--- config.mk ---
export PLATFORM = sky130hd
export DESIGN_NAME = issue_ex_ctrl
export DESIGN_NICKNAME = d
export VERILOG_FILES = /design/src/rtl/issue_ex_ctrl.sv
export SDC_FILE = /design/constraint.sdc
export NUM_CORES = 1
export LEC_CHECK = 0
export ABC_AREA = 0
export ABC_CLOCK_PERIOD_IN_PS = 5300
export CORE_MARGIN = 1.5
export CORE_UTILIZATION = 50
export DETAILED_ROUTE_END_ITERATION = 10
export DONT_BUFFER_PORTS = 1
export HOLD_SLACK_MARGIN = 0.02
export PLACE_DENSITY = 0.73
export SETUP_SLACK_MARGIN = 0.2
export SLEW_MARGIN = 20
export SYNTH_ARGS = -nofsm -noshare
export SYNTH_HDL_FRONTEND = slang
export SYNTH_SLANG_ARGS = --single-unit
--- constraint.sdc ---
create_clock -name clock_i -period 5.3 [get_ports clock_i]
set_input_delay 1.06 -clock clock_i [delete_from_list [all_inputs] [get_ports clock_i]]
set_output_delay 1.06 -clock clock_i [all_outputs]
set_load 0.1 [all_outputs]
--- src/rtl/issue_ex_ctrl.sv ---
// ----------------------------------------------------------------------------
// issue_ex_ctrl
//
// Issue-to-execute control stage that sits directly after the reservation
// station (RS). It accepts at most one issued instruction per cycle and tracks
// it through one of three execution units:
//   - ALU : single cycle
//   - MUL : MULT_LAT cycles (iterative, one at a time)
//   - MEM : MEM_LAT cycles, shared by LOAD and STORE
// Finished units are arbitrated onto the single CDB with fixed priority
// MUL > MEM > ALU. The granted unit also frees its RS entry through
// remove_en_o/remove_idx_o.
//
// Optional build macro:
//   PIPELINED_MULT_EN - the multiplier becomes a MULT_LAT-deep shift pipeline
//                       that accepts one instruction per cycle.
//
// Ports:
//   clock_i            system clock
//   reset_ni           asynchronous active-low reset
//   flush_i            synchronous squash of all in-flight work
//   issue_en_i         RS presents a valid issued instruction
//   issue_class_i      0=ALU, 1=MUL, 2=LOAD, 3=STORE
//   issue_rs_idx_i     RS entry index of the issued instruction
//   issue_dest_tag_i   destination physical register tag
//   issue_dest_valid_i instruction writes a register
//   issue_ready_o      unit selected by issue_class_i can accept this cycle
//   cdb_en_o           CDB broadcast valid
//   cdb_tag_o          CDB broadcast tag
//   remove_en_o        free an RS entry
//   remove_idx_o       RS entry to free
//   mul_busy_o         multiplier holds in-flight work
// ----------------------------------------------------------------------------
module issue_ex_ctrl #(
    parameter int unsigned RS_SZ    = 5,
    parameter int unsigned TAG_W    = 6,
    parameter int unsigned MULT_LAT = 4,
    parameter int unsigned MEM_LAT  = 2,
    localparam int unsigned RS_IDX_W = (RS_SZ > 1) ? $clog2(RS_SZ) : 1
) (
    input  logic                clock_i,
    input  logic                reset_ni,
    input  logic                flush_i,
    input  logic                issue_en_i,
    input  logic [1:0]          issue_class_i,
    input  logic [RS_IDX_W-1:0] issue_rs_idx_i,
    input  logic [TAG_W-1:0]    issue_dest_tag_i,
    input  logic                issue_dest_valid_i,
    output logic                issue_ready_o,
    output logic                cdb_en_o,
    output logic [TAG_W-1:0]    cdb_tag_o,
    output logic                remove_en_o,
    output logic [RS_IDX_W-1:0] remove_idx_o,
    output logic                mul_busy_o
);

    localparam int unsigned MUL_CNT_W = $clog2(MULT_LAT + 1);
    localparam int unsigned MEM_CNT_W = $clog2(MEM_LAT + 1);

    localparam logic [MUL_CNT_W-1:0] MulLoad = MUL_CNT_W'(MULT_LAT - 1);
    localparam logic [MEM_CNT_W-1:0] MemLoad = MEM_CNT_W'(MEM_LAT - 1);

    localparam logic [1:0] ClsAlu   = 2'd0;
    localparam logic [1:0] ClsMul   = 2'd1;
    localparam logic [1:0] ClsLoad  = 2'd2;
    localparam logic [1:0] ClsStore = 2'd3;

    typedef enum logic [1:0] {StIdle, StBusy, StDone} unit_st_e;

    // ------------------------------------------------------------------------
    // Shared control signals
    // ------------------------------------------------------------------------
    logic grant_alu, grant_mem, grant_mul;
    logic acc_alu, acc_mem, acc_mul;

    // Views of the multiplier that do not depend on its implementation
    logic                mul_done;
    logic                mul_can_accept;
    logic [RS_IDX_W-1:0] mul_done_idx;
    logic [TAG_W-1:0]    mul_done_tag;
    logic                mul_done_dv;

    // A flush cycle drops any issue, so accepts are masked here once
    always_comb begin
        acc_alu = 1'b0;
        acc_mem = 1'b0;
        acc_mul = 1'b0;
        if (issue_en_i && issue_ready_o && !flush_i) begin
            unique case (issue_class_i)
                ClsAlu:           acc_alu = 1'b1;
                ClsMul:           acc_mul = 1'b1;
                ClsLoad, ClsStore: acc_mem = 1'b1;
                default:          ;
            endcase
        end
    end

    // ------------------------------------------------------------------------
    // ALU unit
    // ------------------------------------------------------------------------
    unit_st_e            alu_st_q, alu_st_d;
    logic [RS_IDX_W-1:0] alu_idx_q, alu_idx_d;
    logic [TAG_W-1:0]    alu_tag_q, alu_tag_d;
    logic                alu_dv_q, alu_dv_d;

    always_ff @(posedge clock_i or negedge reset_ni) begin
        if (!reset_ni) begin
            alu_st_q  <= StIdle;
            alu_idx_q <= '0;
            alu_tag_q <= '0;
            alu_dv_q  <= 1'b0;
        end else begin
            alu_st_q  <= alu_st_d;
            alu_idx_q <= alu_idx_d;
            alu_tag_q <= alu_tag_d;
            alu_dv_q  <= alu_dv_d;
        end
    end

    always_comb begin
        alu_st_d  = alu_st_q;
        alu_idx_d = alu_idx_q;
        alu_tag_d = alu_tag_q;
        alu_dv_d  = alu_dv_q;
        if (flush_i) begin
            alu_st_d = StIdle;
        end else if (acc_alu) begin
            // Also covers DONE-and-granted: the new instruction wins
            alu_st_d  = StDone;
            alu_idx_d = issue_rs_idx_i;
            alu_tag_d = issue_dest_tag_i;
            alu_dv_d  = issue_dest_valid_i;
        end else if (grant_alu) begin
            alu_st_d = StIdle;
        end
    end

    // ------------------------------------------------------------------------
    // MEM unit (LOAD and STORE)
    // ------------------------------------------------------------------------
    unit_st_e             mem_st_q, mem_st_d;
    logic [MEM_CNT_W-1:0] mem_cnt_q, mem_cnt_d;
    logic [RS_IDX_W-1:0]  mem_idx_q, mem_idx_d;
    logic [TAG_W-1:0]     mem_tag_q, mem_tag_d;
    logic                 mem_dv_q, mem_dv_d;

    always_ff @(posedge clock_i or negedge reset_ni) begin
        if (!reset_ni) begin
            mem_st_q  <= StIdle;
            mem_cnt_q <= '0;
            mem_idx_q <= '0;
            mem_tag_q <= '0;
            mem_dv_q  <= 1'b0;
        end else begin
            mem_st_q  <= mem_st_d;
            mem_cnt_q <= mem_cnt_d;
            mem_idx_q <= mem_idx_d;
            mem_tag_q <= mem_tag_d;
            mem_dv_q  <= mem_dv_d;
        end
    end

    always_comb begin
        mem_st_d  = mem_st_q;
        mem_cnt_d = mem_cnt_q;
        mem_idx_d = mem_idx_q;
        mem_tag_d = mem_tag_q;
        mem_dv_d  = mem_dv_q;
        if (flush_i) begin
            mem_st_d  = StIdle;
            mem_cnt_d = '0;
        end else if (acc_mem) begin
            mem_idx_d = issue_rs_idx_i;
            mem_tag_d = issue_dest_tag_i;
            mem_dv_d  = issue_dest_valid_i;
            if (MEM_LAT == 1) begin
                mem_st_d  = StDone;
                mem_cnt_d = '0;
            end else begin
                mem_st_d  = StBusy;
                mem_cnt_d = MemLoad;
            end
        end else begin
            unique case (mem_st_q)
                StBusy: begin
                    mem_cnt_d = mem_cnt_q - MEM_CNT_W'(1);
                    if (mem_cnt_q == MEM_CNT_W'(1)) begin
                        mem_st_d = StDone;
                    end
                end
                StDone: begin
                    if (grant_mem) begin
                        mem_st_d = StIdle;
                    end
                end
                default: ;
            endcase
        end
    end

    // ------------------------------------------------------------------------
    // MUL unit
    // ------------------------------------------------------------------------
`ifdef PIPELINED_MULT_EN
    // Stage MULT_LAT-1 is the DONE stage; the whole pipe stalls while it
    // holds an ungranted result.
    logic [MULT_LAT-1:0] mul_v_q, mul_v_d;
    logic [RS_IDX_W-1:0] mul_idx_q [MULT_LAT];
    logic [RS_IDX_W-1:0] mul_idx_d [MULT_LAT];
    logic [TAG_W-1:0]    mul_tag_q [MULT_LAT];
    logic [TAG_W-1:0]    mul_tag_d [MULT_LAT];
    logic [MULT_LAT-1:0] mul_dv_q, mul_dv_d;
    logic                mul_advance;

    always_ff @(posedge clock_i or negedge reset_ni) begin
        if (!reset_ni) begin
            mul_v_q  <= '0;
            mul_dv_q <= '0;
            for (int i = 0; i < MULT_LAT; i++) begin
                mul_idx_q[i] <= '0;
                mul_tag_q[i] <= '0;
            end
        end else begin
            mul_v_q  <= mul_v_d;
            mul_dv_q <= mul_dv_d;
            for (int i = 0; i < MULT_LAT; i++) begin
                mul_idx_q[i] <= mul_idx_d[i];
                mul_tag_q[i] <= mul_tag_d[i];
            end
        end
    end

    always_comb begin
        mul_done       = mul_v_q[MULT_LAT-1];
        mul_done_idx   = mul_idx_q[MULT_LAT-1];
        mul_done_tag   = mul_tag_q[MULT_LAT-1];
        mul_done_dv    = mul_dv_q[MULT_LAT-1];
        mul_advance    = !mul_v_q[MULT_LAT-1] || grant_mul;
        mul_can_accept = !mul_v_q[0] || mul_advance;
        mul_busy_o     = |mul_v_q;
    end

    always_comb begin
        mul_v_d  = mul_v_q;
        mul_dv_d = mul_dv_q;
        for (int i = 0; i < MULT_LAT; i++) begin
            mul_idx_d[i] = mul_idx_q[i];
            mul_tag_d[i] = mul_tag_q[i];
        end
        if (flush_i) begin
            mul_v_d = '0;
        end else begin
            if (mul_advance) begin
                for (int i = MULT_LAT - 1; i > 0; i--) begin
                    mul_v_d[i]   = mul_v_q[i-1];
                    mul_dv_d[i]  = mul_dv_q[i-1];
                    mul_idx_d[i] = mul_idx_q[i-1];
                    mul_tag_d[i] = mul_tag_q[i-1];
                end
                mul_v_d[0] = 1'b0;
            end
            // When stalled, an accept only happens into an empty stage 0
            if (acc_mul) begin
                mul_v_d[0]   = 1'b1;
                mul_dv_d[0]  = issue_dest_valid_i;
                mul_idx_d[0] = issue_rs_idx_i;
                mul_tag_d[0] = issue_dest_tag_i;
            end
        end
    end
`else
    unit_st_e             mul_st_q, mul_st_d;
    logic [MUL_CNT_W-1:0] mul_cnt_q, mul_cnt_d;
    logic [RS_IDX_W-1:0]  mul_idx_q, mul_idx_d;
    logic [TAG_W-1:0]     mul_tag_q, mul_tag_d;
    logic                 mul_dv_q, mul_dv_d;

    always_ff @(posedge clock_i or negedge reset_ni) begin
        if (!reset_ni) begin
            mul_st_q  <= StIdle;
            mul_cnt_q <= '0;
            mul_idx_q <= '0;
            mul_tag_q <= '0;
            mul_dv_q  <= 1'b0;
        end else begin
            mul_st_q  <= mul_st_d;
            mul_cnt_q <= mul_cnt_d;
            mul_idx_q <= mul_idx_d;
            mul_tag_q <= mul_tag_d;
            mul_dv_q  <= mul_dv_d;
        end
    end

    always_comb begin
        mul_done       = (mul_st_q == StDone);
        mul_done_idx   = mul_idx_q;
        mul_done_tag   = mul_tag_q;
        mul_done_dv    = mul_dv_q;
        mul_can_accept = (mul_st_q == StIdle) || ((mul_st_q == StDone) && grant_mul);
        mul_busy_o     = (mul_st_q != StIdle);
    end

    always_comb begin
        mul_st_d  = mul_st_q;
        mul_cnt_d = mul_cnt_q;
        mul_idx_d = mul_idx_q;
        mul_tag_d = mul_tag_q;
        mul_dv_d  = mul_dv_q;
        if (flush_i) begin
            mul_st_d  = StIdle;
            mul_cnt_d = '0;
        end else if (acc_mul) begin
            mul_st_d  = StBusy;
            mul_cnt_d = MulLoad;
            mul_idx_d = issue_rs_idx_i;
            mul_tag_d = issue_dest_tag_i;
            mul_dv_d  = issue_dest_valid_i;
        end else begin
            unique case (mul_st_q)
                StBusy: begin
                    mul_cnt_d = mul_cnt_q - MUL_CNT_W'(1);
                    if (mul_cnt_q == MUL_CNT_W'(1)) begin
                        mul_st_d = StDone;
                    end
                end
                StDone: begin
                    if (grant_mul) begin
                        mul_st_d = StIdle;
                    end
                end
                default: ;
            endcase
        end
    end
`endif

    // ------------------------------------------------------------------------
    // Completion arbiter and issue_ready (combinational outputs)
    // ------------------------------------------------------------------------
    always_comb begin
        grant_mul = mul_done;
        grant_mem = (mem_st_q == StDone) && !mul_done;
        grant_alu = (alu_st_q == StDone) && !mul_done && (mem_st_q != StDone);

        remove_en_o  = 1'b0;
        remove_idx_o = '0;
        cdb_tag_o    = '0;
        cdb_en_o     = 1'b0;
        if (grant_mul) begin
            remove_en_o  = 1'b1;
            remove_idx_o = mul_done_idx;
            cdb_tag_o    = mul_done_tag;
            cdb_en_o     = mul_done_dv;
        end else if (grant_mem) begin
            remove_en_o  = 1'b1;
            remove_idx_o = mem_idx_q;
            cdb_tag_o    = mem_tag_q;
            cdb_en_o     = mem_dv_q;
        end else if (grant_alu) begin
            remove_en_o  = 1'b1;
            remove_idx_o = alu_idx_q;
            cdb_tag_o    = alu_tag_q;
            cdb_en_o     = alu_dv_q;
        end
    end

    // Depends only on unit state and grants, never on issue_en_i
    always_comb begin
        issue_ready_o = 1'b0;
        unique case (issue_class_i)
            ClsAlu:            issue_ready_o = (alu_st_q == StIdle) || grant_alu;
            ClsMul:            issue_ready_o = mul_can_accept;
            ClsLoad, ClsStore: issue_ready_o = (mem_st_q == StIdle) || grant_mem;
            default:           ;
        endcase
    end

endmodule

# Yosys cells after proc, flatten, opt, wreduce, memory -nomap -nowiden
# Index checks and enable logic that the tools add are counted.
dict set report word_totals {
  wordCells 94
  register_bits 41
  input_bits 16
}
dict set report op_classes {
  n_bitwise 1
  addsub 2
  reduce_logical 26
  eq_ne 14
  muxes 37
}
# operator n
set op_table {}
lappend op_table {{two-way mux 2 bit} 13}
lappend op_table {{two-way mux 3 bit} 6}
lappend op_table {{two-way mux 6 bit} 3}
lappend op_table {{two-way mux 1 bit} 12}
lappend op_table {{inequality test 4 bit, second input constant} 3}
lappend op_table {{equality test 2 bit, second input constant} 5}
lappend op_table {{nonzero test 3 bit} 3}
lappend op_table {{equality test 2 x 1 -> 1 bit, second input constant} 4}
lappend op_table {{zero test 2 bit} 4}
lappend op_table {{case mux 2 bit (2 select lines)} 2}
lappend op_table {{AND reduction 2 bit} 4}
lappend op_table {{nonzero test 4 bit} 2}
lappend op_table {{logical AND 1 bit} 5}
lappend op_table {{equality test 3 x 1 -> 1 bit, second input constant} 1}
lappend op_table {{logical OR 1 bit} 3}
lappend op_table {{case mux 1 bit (3 select lines)} 1}
lappend op_table {{AND reduction 3 bit} 1}
lappend op_table {{subtractor 3 x 1 -> 3 bit, second input constant} 1}
lappend op_table {{zero test 1 bit} 2}
lappend op_table {{inequality test 2 bit, second input constant} 1}
lappend op_table {{nonzero test 2 bit} 1}
lappend op_table {{OR reduction 2 bit} 1}
lappend op_table {{subtractor 2 x 1 -> 2 bit, second input constant} 1}
lappend op_table {{inverter 1 bit} 1}

# Depth between registers and ports, before layout
dict set report depth {
  depth_word 11
  ltp_mapped 7
}

# Worst setup path before layout
# No wires, ideal clock.
dict set report synth_path {
  path_type {register to output}
  from {reg mem_st_q[0]}
  to {out cdb_tag_o[0]}
  n_path_buf 2
  setup_slack_ns 0.871
  arrival_time_ns 3.369
  stages_incl_launch_ff 8
  required_time_ns 4.240
  cell_sequence {dfrtp_1 -> inv_1 -> ha_1 -> clkbuf_1 -> clkbuf_1 -> and2_1 -> a31oi_1 -> o21ai_0}
}
dict set report synth_via {
  elab_chain_cells 5
}
# element line_no
set synth_rtl {}
lappend synth_rtl {{from (decl)} 141} ;# unit_st_e mem_st_q, mem_st_d;
lappend synth_rtl {{from (signal assigned)} 149} ;# mem_st_q <= StIdle;
lappend synth_rtl {{from (signal assigned)} 155} ;# mem_st_q <= mem_st_d;
lappend synth_rtl {{inequality test 2 bit} 343} ;# grant_alu = (alu_st_q == StDone) && !mul_done && (mem_st_q != StDone);
lappend synth_rtl {{logical AND 1 bit} 343}
lappend synth_rtl {{two-way mux 6 bit} 359} ;# end else if (grant_alu) begin
lappend synth_rtl {{two-way mux 6 bit *} 354} ;# end else if (grant_mem) begin
lappend synth_rtl {{two-way mux 6 bit *} 349} ;# if (grant_mul) begin
lappend synth_rtl {{to (decl)} 51} ;# output logic [TAG_W-1:0] cdb_tag_o,
# Every way passes the cells marked *; elsewhere a longest branch is shown, timed or not.

# Worst setup path in the final report
dict set report layout_path {
  from {reg mem_st_q[0]}
  to {out cdb_tag_o[5]}
}
# Same word-level chain as after synthesis.

==> impl_metrics.sql <==
INSERT INTO impl_metrics (metric_group, metric, value, unit) VALUES
('clocking', 'tritoncts_num_sinks', '40', ''),
('synthesis', 'synth_sequential_area_ratio', '45.1', '%'),
('die', 'placementRows', '24', ''),
('drt', 'drt.antenna.violating_nets', '0', ''),
('cells_and_area', 'fraction_of_final_layout_cells_with_drive_strength_greater_than_1', '24.9', '%'),
('clocking', 'worstSkewPairLatency', '0.30', 'ns'),
('grt', 'grt_pass1_vias', '1568', ''),
('drt', 'route.detailed.wl_per_inst', '17.0', 'µm'),
('worst_setup_path', 'kind_of_end_point_of_the_critical_path', 'primary output', ''),
('cells_and_area', 'seq_area', '0.00100', 'mm²'),
('die', 'die-width', '69.6', 'µm'),
('worst_setup_path', 'reg2reg_from', 'mem_st_q[0]$_DFFE_PN0P_', ''),
('cells_and_area', 'filler_cell_count', '381', ''),
('clocking', 'holdBufCountCts', '0', ''),
('outcome', 'result_of_the_run', 'finished, final reports clean', ''),
('drt', 'remaining_drc_errors', '0', ''),
('synthesis', 'yosys.cell_count.top_type', 'sky130_fd_sc_hd__dfrtp_1', ''),
('timing', 'timing.clock.skew', '0.00960', 'ns'),
('min_path', 'hold_path.class', 'input pin to async pin', ''),
('clocking', 'cts-root-to-sink-buffers', '2', ''),
('drt', 'drt_iter0_drc', '152', ''),
('worst_setup_path', 'worst_r2r_path_depth', '6', ''),
('die', 'io_pins', '29', ''),
('drt', 'drtPass1Iterations', '4', ''),
('placement', 'post_dp_cell_area', '0.00225', 'mm²'),
('power_and_ir_drop', 'power.density_cell_area', '477', 'mW/mm²'),
('grt', 'antenna_found_initial', '0', ''),
('worst_setup_path', 'cp_data_required_time', '4.24', 'ns'),
('placement', 'finalWeightedCongestion', '0.732', ''),
('timing', 'period_share', '72.5', '%'),
('synthesis', 'synth-warning-count', '0', ''),
('grt', 'maximum_number_of_pins_on_one_net_before_global_route_repair', '41', ''),
('placement', 'io_buffers', '0', ''),
('clocking', 'cts.reportedPaths.clkPinSlew', '0.09', 'ns'),
('worst_setup_path', 'start_kind', 'flip-flop', ''),
('power_and_ir_drop', 'leakage', '1.03', 'nW'),
('placement', 'dp_hpwl', '2880', 'µm'),
('die', 'design.die.area', '0.00485', 'mm²'),
('grt', 'grtUsageTotal', '19.5', '%'),
('cells_and_area', 'postLayoutCoreUtil', '54.7', '%'),
('synthesis', 'synth_edf_count', '0', ''),
('clocking', 'clock_tree.htree_level_count', '2', ''),
('timing', 'timing.max_slew.rel_slack', '27.0', '%'),
('die', 'initial_util', '51.3', '%'),
('drt', 'drt_wl_total', '4380', 'µm'),
('grt', 'grt_remaining_overflow', '0', ''),
('timing', 'slew_viol_final', '0', ''),
('cells_and_area', 'postLayoutCellArea', '0.00236', 'mm²'),
('synthesis', 'ys_seq_elements', '40', ''),
('synthesis', 'yosysTopAreaCellShare', '45.1', '%'),
('clocking', 'tritoncts.num_buffers', '5', ''),
('worst_setup_path', 'arrival', '2.78', 'ns'),
('worst_setup_path', 'r2r_setup_slack', '2.83', 'ns'),
('worst_setup_path', 'path_max_fanout', '26', ''),
('clocking', 'cts_root_buf', 'sky130_fd_sc_hd__clkbuf_8', ''),
('drt', 'dr_total_vias', '1558', ''),
('grt', 'global_route_wire_length_before_repair', '7450', 'µm'),
('synthesis', 'netlist.top_cell.by_area', 'sky130_fd_sc_hd__dfrtp_1', ''),
('synthesis', 'synthTopCellsByCount', '40 x sky130_fd_sc_hd__dfrtp_1, 24 x sky130_fd_sc_hd__nand2_1, 22 x sky130_fd_sc_hd__o211ai_1', ''),
('clocking', 'tritoncts', 'built', ''),
('die', 'die_y', '69.6', 'µm'),
('clocking', 'postCtsSetupBuffers', '0', ''),
('die', 'area_of_the_placeable_core', '0.00432', 'mm²'),
('synthesis', 'async_flop_share', '100', '%'),
('cells_and_area', 'num_antenna_cells', '0', ''),
('timing', 'finalHoldViolCount', '0', ''),
('synthesis', 'synth_cell_type_count', '43', ''),
('timing', 'final-setup-viol-count', '0', ''),
('cells_and_area', 'area.growth.synth_to_final', '6.54', '%'),
('synthesis', 'post_synth.cell_area_avg', '10.6', 'µm²'),
('cells_and_area', 'multi_input_area', '0.00113', 'mm²');
## state kept, by name, indices dropped and copies added (netlist names), 2 cells and up
register,flops
mem_st_q,2
alu_tag_q,6
mul_st_q,2
mem_idx_q,3
mul_cnt_q,3
mem_cnt_q,2
mul_done_idx,3
mem_tag_q,6
alu_idx_q,3
mul_done_tag,6
## cell families after synthesis
logic type	count (synthesis)	synth area share, %
XOR/XNOR	1	0.395
adder cells (fa/ha/maj)	6	3.38
flip-flops	40	45.1
multiplexers	22	12.7
AO/OA/AOI/OAI	55	18.3
AND/OR/NAND/NOR	62	14.8
buffers and inverters	24	5.24
## critical path: stages (launching register included)
cell and delay (ns):
sky130_fd_sc_hd__dfrtp_1 0.36, sky130_fd_sc_hd__inv_1 0.08, sky130_fd_sc_hd__ha_1 0.51, sky130_fd_sc_hd__nor2b_1 0.51, sky130_fd_sc_hd__a221oi_1 0.17, sky130_fd_sc_hd__nor2_2 0.85
## per-stage QoR
| stage | total power, mW | hold WS (ns) | worst slack (ns) | cells |
|---|---|---|---|---|
| after floorplan | 0.821 | 0.464 | 0.871 | 210 |
| after global placement | 0.865 | 0.481 | 1.78 | 249 |
| after detailed placement | 0.876 | 0.481 | 1.77 | 249 |
| after CTS | 1.13 | 0.437 | 1.45 | 257 |
| after global routing | 1.18 | 0.421 | 1.30 | 257 |
| final | 1.13 | 0.440 | 1.46 | 257 |
## power by group
group          internal, mW  switching, mW  total, mW
combinational         0.131          0.288      0.419
sequential            0.395         0.0556      0.451
clock                 0.142          0.117      0.259
## how the worst max path moves through the flow
stage / depth (start not counted) / end / start
final: 5 / cdb_tag_o[5] / mem_st_q[0]$_DFFE_PN0P_
after global routing: 5 / cdb_tag_o[3] / mem_st_q[0]$_DFFE_PN0P_
after CTS: 5 / remove_idx_o[2] / mem_st_q[0]$_DFFE_PN0P_
after detailed placement: 5 / remove_idx_o[2] / mem_st_q[0]$_DFFE_PN0P_
after global placement: 5 / cdb_en_o / mem_st_q[0]$_DFFE_PN0P_
after floorplan: 7 / cdb_tag_o[0] / mem_st_q[0]$_DFFE_PN0P_
## cell usage in the layout, fill, tap and decap left out, types with 2 or more instances in the layout
cell / count
sky130_fd_sc_hd__a21oi_1: 4
sky130_fd_sc_hd__a221oi_1: 7
sky130_fd_sc_hd__a31oi_1: 5
sky130_fd_sc_hd__and2_1: 4
sky130_fd_sc_hd__buf_4: 2
sky130_fd_sc_hd__clkbuf_8: 5
sky130_fd_sc_hd__dfrtp_1: 40
sky130_fd_sc_hd__ha_1: 6
sky130_fd_sc_hd__inv_1: 9
sky130_fd_sc_hd__mux2_2: 10
sky130_fd_sc_hd__mux2_4: 10
sky130_fd_sc_hd__mux2i_1: 2
sky130_fd_sc_hd__nand2_1: 24
sky130_fd_sc_hd__nand2b_1: 2
sky130_fd_sc_hd__nand3_1: 2
sky130_fd_sc_hd__nor2_1: 7
sky130_fd_sc_hd__nor2_2: 6
sky130_fd_sc_hd__nor2b_1: 3
sky130_fd_sc_hd__nor3_1: 2
sky130_fd_sc_hd__o211ai_1: 22
sky130_fd_sc_hd__o21a_1: 2
sky130_fd_sc_hd__o21ai_0: 2
sky130_fd_sc_hd__o21ai_2: 4
sky130_fd_sc_hd__o21ba_2: 2
sky130_fd_sc_hd__or3_1: 2
## cell type report
cell class,count,share of cell area (%)
Timing Repair Buffer,2,0.635
Inverter,9,1.43
Clock inverter,3,1.96
Multi-Input combinational cell,146,48.0
Tap cell,52,2.75
Clock buffer,5,2.91
Sequential cell,40,42.3
## per-layer routing
| metal | share of wire, % | global-route usage (%) | vias to the layer above | routed length [µm] |
|---|---|---|---|---|
| li1 | - | - | 756 | - |
| met1 | 46 | 25.9 | 760 | 2010 |
| met2 | 48 | 30.8 | 34 | 2120 |
| met3 | 4.0 | 4.80 | 8 | 176 |
| met4 | 1.6 | 7.69 | 0 | 71 |
| met5 | 0 | 0 | - | 0 |
Power figures use the tool's default switching activity.
